<file path="src/rtl/i2s_pkg.sv">
// Shared definitions for the I2S playback path: alignment word, read-FSM states
// and the default sample geometry.
package i2s_pkg;

  localparam int          SAMPLE_BITS      = 24;
  localparam int          BYTES_PER_SAMPLE = SAMPLE_BITS / 8;
  localparam logic [23:0] SYNC_WORD        = 24'hAAFF00;

  typedef enum logic [2:0] {
    SEARCH,
    S_REQ,
    S_CAP,
    L_REQ,
    L_CAP
  } rd_state_t;

endpackage

</file>
<file path="src/rtl/i2s_playback_tx_serializer.sv">
// I2S master serializer: bit-clock divider, frame bit counter, word select and
// sample shifter. Pulls one sample per frame through a sample/valid/consume handshake.
module i2s_tx_serializer #(
  parameter int DATA_SIZE = 24,
  parameter int CLK_DIV   = 64,
  parameter int SLOT_BITS = 32
) (
  input  logic                 clk,
  input  logic                 rst,
  input  logic [DATA_SIZE-1:0] sample_i,
  input  logic                 valid_i,
  output logic                 consume_o,
  output logic                 i2s_clk_o,
  output logic                 i2s_ws_o,
  output logic                 i2s_sd_o,
  output logic [7:0]           underrun_count_o
);

  localparam int FRAME_BITS = 2 * SLOT_BITS;
  localparam int DW         = (CLK_DIV > 1) ? $clog2(CLK_DIV) : 1;
  localparam int BW         = $clog2(FRAME_BITS);
  localparam logic [BW-1:0] LAST_B = BW'(FRAME_BITS - 1);

  logic [DW-1:0]        div_q, div_d;
  logic                 sck_q, sck_d;
  logic [BW-1:0]        b_q, b_d;
  logic                 ws_q, ws_d;
  logic                 sd_q, sd_d;
  logic [DATA_SIZE-1:0] shift_q, shift_d;
  logic [DATA_SIZE-1:0] sample_q, sample_d;
  logic [7:0]           underrun_q, underrun_d;

  logic                 div_wrap;
  logic                 fall_evt;
  logic [BW-1:0]        b_next;
  logic [BW-1:0]        slot_pos;
  logic [DATA_SIZE-1:0] load;

  assign div_wrap = (div_q == DW'(CLK_DIV - 1));
  assign fall_evt = div_wrap && sck_q;
  assign b_next   = (b_q == LAST_B) ? '0 : b_q + 1'b1;
  assign slot_pos = (b_next >= BW'(SLOT_BITS)) ? b_next - BW'(SLOT_BITS) : b_next;
  assign load     = valid_i ? sample_i : '0;

  // NOTE: every signal written here gets a default first, so no path leaves it
  // unassigned and no latch is inferred.
  always_comb begin
    div_d      = div_wrap ? '0 : div_q + 1'b1;
    sck_d      = div_wrap ? ~sck_q : sck_q;
    b_d        = b_q;
    ws_d       = ws_q;
    sd_d       = sd_q;
    shift_d    = shift_q;
    sample_d   = sample_q;
    underrun_d = underrun_q;
    consume_o  = 1'b0;

    // Data and word select only move together with the falling bit-clock edge.
    if (fall_evt) begin
      b_d  = b_next;
      ws_d = !((b_next == LAST_B) || (b_next < BW'(SLOT_BITS - 1)));
      if (b_next == '0) begin
        sample_d  = load;
        consume_o = valid_i;
        if (!valid_i && underrun_q != 8'hFF) underrun_d = underrun_q + 8'd1;
        sd_d    = load[DATA_SIZE-1];
        shift_d = {load[DATA_SIZE-2:0], 1'b0};
      end else if (b_next == BW'(SLOT_BITS)) begin
        sd_d    = sample_q[DATA_SIZE-1];
        shift_d = {sample_q[DATA_SIZE-2:0], 1'b0};
      end else if (slot_pos < BW'(DATA_SIZE)) begin
        sd_d    = shift_q[DATA_SIZE-1];
        shift_d = {shift_q[DATA_SIZE-2:0], 1'b0};
      end else begin
        sd_d = 1'b0;
      end
    end
  end

  // NOTE: state updates use non-blocking assignments so every flop samples the
  // pre-edge values, independent of statement order.
  always_ff @(posedge clk or posedge rst) begin
    if (rst) begin
      div_q      <= '0;
      sck_q      <= 1'b0;
      b_q        <= LAST_B;  // first falling edge then lands on bit 0
      ws_q       <= 1'b0;
      sd_q       <= 1'b0;
      shift_q    <= '0;
      sample_q   <= '0;
      underrun_q <= '0;
    end else begin
      div_q      <= div_d;
      sck_q      <= sck_d;
      b_q        <= b_d;
      ws_q       <= ws_d;
      sd_q       <= sd_d;
      shift_q    <= shift_d;
      sample_q   <= sample_d;
      underrun_q <= underrun_d;
    end
  end

  assign i2s_clk_o        = sck_q;
  assign i2s_ws_o         = ws_q;
  assign i2s_sd_o         = sd_q;
  assign underrun_count_o = underrun_q;

endmodule

</file>
<file path="src/rtl/i2s_playback_tx.sv">
// I2S playback top: aligns to the sync word in the FIFO byte stream, rebuilds
// samples into a one-deep holding register and hands them to the serializer.
module i2s_playback_tx #(
  parameter int                   DATA_SIZE = 24,
  parameter int                   CLK_DIV   = 64,
  parameter int                   SLOT_BITS = 32,
  parameter logic [DATA_SIZE-1:0] SYNC_WORD = i2s_pkg::SYNC_WORD
) (
  input  logic       clk,
  input  logic       rst,
  input  logic       fifo_empty_i,
  output logic       fifo_rd_en_o,
  input  logic [7:0] fifo_read_data_i,
  output logic       i2s_clk,
  output logic       i2s_ws,
  output logic       i2s_sd,
  output logic       locked_o,
  output logic [7:0] sync_count_o,
  output logic [7:0] underrun_count_o
);

  import i2s_pkg::*;

  localparam int         NBYTES     = DATA_SIZE / 8;
  localparam logic [1:0] LAST_PHASE = 2'(NBYTES - 1);

  rd_state_t            state_q, state_d;
  logic [DATA_SIZE-1:0] window_q, window_d;
  logic [DATA_SIZE-1:0] hold_q, hold_d;
  logic                 hold_valid_q, hold_valid_d;
  logic                 locked_q, locked_d;
  logic [1:0]           phase_q, phase_d;
  logic [7:0]           sync_count_q, sync_count_d;
  logic                 rd_en;
  logic                 consume;
  logic [DATA_SIZE-1:0] window_shift;

  assign window_shift = {fifo_read_data_i, window_q[DATA_SIZE-1:8]};

  always_comb begin
    state_d      = state_q;
    window_d     = window_q;
    hold_d       = hold_q;
    hold_valid_d = hold_valid_q;
    locked_d     = locked_q;
    phase_d      = phase_q;
    sync_count_d = sync_count_q;
    rd_en        = 1'b0;

    // A write in L_CAP below overrides this, keeping the new sample valid.
    if (consume) hold_valid_d = 1'b0;

    unique case (state_q)
      SEARCH: begin
        if (window_q == SYNC_WORD) begin
          locked_d     = 1'b1;
          sync_count_d = sync_count_q + 8'd1;
          phase_d      = '0;
          state_d      = L_REQ;
        end else begin
          state_d = S_REQ;
        end
      end
      S_REQ: begin
        if (!fifo_empty_i) begin
          rd_en   = 1'b1;
          state_d = S_CAP;
        end
      end
      S_CAP: begin
        window_d = window_shift;
        state_d  = SEARCH;
      end
      L_REQ: begin
        if (!fifo_empty_i && !hold_valid_q) begin
          rd_en   = 1'b1;
          state_d = L_CAP;
        end
      end
      L_CAP: begin
        window_d = window_shift;
        state_d  = L_REQ;
        if (phase_q == LAST_PHASE) begin
          phase_d = '0;
          if (window_shift == SYNC_WORD) begin
            sync_count_d = sync_count_q + 8'd1;
          end else begin
            hold_d       = window_shift;
            hold_valid_d = 1'b1;
          end
        end else begin
          phase_d = phase_q + 2'd1;
        end
      end
      default: state_d = SEARCH;
    endcase
  end

  always_ff @(posedge clk or posedge rst) begin
    if (rst) begin
      state_q      <= SEARCH;
      window_q     <= '0;
      hold_q       <= '0;
      hold_valid_q <= 1'b0;
      locked_q     <= 1'b0;
      phase_q      <= '0;
      sync_count_q <= '0;
    end else begin
      state_q      <= state_d;
      window_q     <= window_d;
      hold_q       <= hold_d;
      hold_valid_q <= hold_valid_d;
      locked_q     <= locked_d;
      phase_q      <= phase_d;
      sync_count_q <= sync_count_d;
    end
  end

  i2s_tx_serializer #(
    .DATA_SIZE (DATA_SIZE),
    .CLK_DIV   (CLK_DIV),
    .SLOT_BITS (SLOT_BITS)
  ) u_serializer (
    .clk              (clk),
    .rst              (rst),
    .sample_i         (hold_q),
    .valid_i          (hold_valid_q),
    .consume_o        (consume),
    .i2s_clk_o        (i2s_clk),
    .i2s_ws_o         (i2s_ws),
    .i2s_sd_o         (i2s_sd),
    .underrun_count_o (underrun_count_o)
  );

  assign fifo_rd_en_o = rd_en;
  assign locked_o     = locked_q;
  assign sync_count_o = sync_count_q;

endmodule

</file>
<file path="config.mk">
export PLATFORM = sky130hd
export DESIGN_NAME = i2s_playback_tx
export DESIGN_NICKNAME = d
export VERILOG_FILES = /design/src/rtl/i2s_pkg.sv /design/src/rtl/i2s_playback_tx_serializer.sv /design/src/rtl/i2s_playback_tx.sv
export SDC_FILE = /design/constraint.sdc
export NUM_CORES = 1
export LEC_CHECK = 0
export ABC_AREA = 1
export BUFFER_PORTS_ARGS = -buffer_cell sky130_fd_sc_hd__buf_2
export CAP_MARGIN = 20
export CELL_PAD_IN_SITES_DETAIL_PLACEMENT = 2
export CELL_PAD_IN_SITES_GLOBAL_PLACEMENT = 2
export CORE_AREA = 2 2 125 151
export DETAILED_ROUTE_END_ITERATION = 16
export DIE_AREA = 0 0 127 153
export MAX_ROUTING_LAYER = met4
export PLACE_DENSITY = 0.82
export SYNTH_ARGS = -nofsm -noshare
export SYNTH_HDL_FRONTEND = slang
export SYNTH_SLANG_ARGS = --single-unit
</file>
<file path="constraint.sdc">
create_clock -name clk -period 4.74 [get_ports clk]
set_input_delay 0.711 -clock clk [delete_from_list [all_inputs] [get_ports clk]]
set_output_delay 0.711 -clock clk [all_outputs]
set_load 0.02 [all_outputs]
</file>
==> impl_results.md <==
* ANT nets after route at 0
* Crit path kind: reg2reg
* Cts repair resizes at 0
* First-pass GRT wire length at 33300 µm
* Ys async rst share at 100%
* CTS H-tree depth at 4
* Fill cells at 2058
* Worst-path fanout max at 48
* Outcome: finished clean
* Clk_lat worst skew at 430 ps
* Vias at 5754
* Syn Area/Cell at 7.77 µm²
* Worst Path Buf+Inv at 2
* Clock tree buffer depth at 2
* Number of synthesized flops with an enable pin at 0
* Post-Syn Nets at 861
* Setup bufs post-CTS at 0
* Layout cells sized above 1 at 11.4%
* Initial DRC Count at 258
* Overall Power at 0.00318 W
* Inserted Diodes at 0
* CTS Buf Count at 17
* Starting Density at 36.5%
* Yosys cell types at 30
* Most frequent cell after synthesis: nand2_1
* Setup crit end kind: flip-flop
* Post-synth top area share at 48.4%
* Nets at 883
* Post-Place Cell Area at 0.00684 mm²
* Largest stage delay, worst path at 590 ps
* Max_slew headroom at 38.9%
* Max VDD drop at 0.236 mV
* Register bit total from synthesis at 133
* Cell family with most CP delay: simple AND/OR/NAND/NOR gates
* Cell Area, Synth at 0.00657 mm²
* Most frequent cells after synthesis: 275 x nand2_1, 127 x dfrtp_1, 101 x nor2_1
* Startpoint types: flip-flop
* DRC violations left at 0
* Yosys top cell by area: dfrtp_1
* Tmin final at 2930 ps
* Largest net degree at the start of global routing at 111
* Reg2reg setup slack at 1810 ps
* Final setup vio count at 0
* Seq/Total Area, Yosys at 50.8%
* Clock-pin slew on the worst setup and hold paths at 60 ps
* Die Span Y at 153 µm
* CTS tree: yes
* Fin crit share at 61.9%
* HP Class: in2async
* Hold_buf cts at 0
* Slew @ Worst Pin at 917 ps
* IO buf count at 31
* Cell Pwr Density at 421 mW/mm²
* CTS root buf: clkbuf_16
* Gate Count Post-Synth at 845
* Final hold violations at 0
* All-Layer GR Usage at 22.1%
* Vias in the first global route at 6486
* Setup TNS at 0 ps
* Finished Cell Area at 0.00756 mm²
* Worst Skew at 12.1 ps
* Layout area overhead at 15.1%
* Max cap viols at 0
* Routed WL at 19700 µm
* Final Max Slew Viols at 0
* Gpl congestion at 0.844
* Num ports at 32
* Std cell rows at 54
* WP data required at 5060 ps
* Fmax at 341 MHz
* Multi-input combinational cell area at 0.00273 mm²
* Unrepaired setup endpoints after global routing: no
* Pleak at 3.83 nW
* Initial antenna violation count at 0
* Die ar. at 0.0194 mm²
* Core Region at 0.0180 mm²
* Reg area at 0.00334 mm²
* CP max-delay cell: dfstp_2
* Final Util at 42.1%
* Synth Flop Type: dfrtp_1
* Initial DRT Pass Iterations at 5
* Gr ovfl total at 0
* Width of the die at 127 µm
* Worst EP arrival at 3250 ps
* Cell chain of the critical path: ha_1, nand3_2, nand2_1, nand3_2, nor2_4, nand3_2, buf_4, inv_1, nand2_2, nand2_1, nand2_1
* WL/cell at 17.8 µm
* CTS sink cnt at 133
* Top cells by area, synth: dfrtp_1 48%, nand2_1 16%, nor2_1 5.8%
* Post-DP HPWL at 12700 µm
* DR vias/cell at 5.21
* Synthesis Warnings at 0
-- worst paths after layout --
check,startpoint,end,cells past startpoint
hold / removal,rst,window_q[1],2
min in group clk,u_serializer.div_q[0],u_serializer.div_q[0],1
hold reg to reg,u_serializer.div_q[0],u_serializer.div_q[0],1
max in group asynchronous,rst,hold_q[20],4
setup / recovery,u_serializer.b_q[1],u_serializer.underrun_count_o[7],11
setup reg to reg,u_serializer.b_q[1],u_serializer.underrun_count_o[7],11
-- stage by stage --
stage               hold WS, ps  cells  worst slack [ps]
floorplan                   431    845               485
finish                      341   1104              1810
global route                372   1104              1540
global placement            443   1069              1860
detailed placement          466   1069              1590
CTS                         479   1101              1500
-- metal layers --
metal  track usage [%]  share of wire (%)  up-vias  routed length (µm)
li1                  -                  -     2721                   -
met1              25.8                 44     2949                8660
met2              38.6                 52       58               10300
met3              3.78                1.7       26                 333
met4              7.22                2.1        0                 404
met5                 -                  0        -                   0
-- cells in the final DEF (no fill, tap or decap), types with 6 or more instances in the layout --
cell / count
o21ai_0: 46
inv_1: 77
nor2_1: 101
xor2_1: 7
nand4_1: 33
buf_2: 31
nand2_1: 275
o21ai_1: 23
nand3_1: 64
xnor2_1: 6
dfrtp_1: 127
dfstp_2: 6
clkbuf_16: 17
nor3_1: 9
-- cell type report --
type	instances	share of cell area, %
Inverter	82	4.14
Clock buffer	21	6.36
Sequential cell	133	44.1
Multi-Input combinational cell	595	36.1
Clock inverter	11	2.28
Timing Repair Buffer	38	3.28
Tap cell	224	3.71
-- registers in the layout (all words and copies together), names as in the netlist, 6 cells and up --
register,cells
u_serializer.shift_q,23
u_serializer.b_q,6
sync_count_o,8
u_serializer.sample_q,24
window_q,24
u_serializer.div_q,6
hold_q,24
u_serializer.underrun_count_o,8
-- cells by family (layout without fill, tap and decap cells) --
group                      count (synthesis)  count (layout)  share of synthesized area, %
muxes                                      2               2                         0.343
AOI/OAI and AO/OA                         74              74                          5.76
xor gates and xnor gates                  13              13                          1.73
adders and majority gates                  5               5                         0.953
DFF                                      133             133                          50.8
and+or+nand+nor                          501             501                          32.8
buffers and inverters                    117             152                          7.62
-- power breakdown --
part	internal [W]	switching [W]	leakage, nW	total, W
combinational	0.000104	0.000261	1.75	0.000364
clock	0.000937	0.000527	0.308	0.00146
sequential	0.00124	0.000110	1.77	0.00135
(Power assumes the default switching activity.)
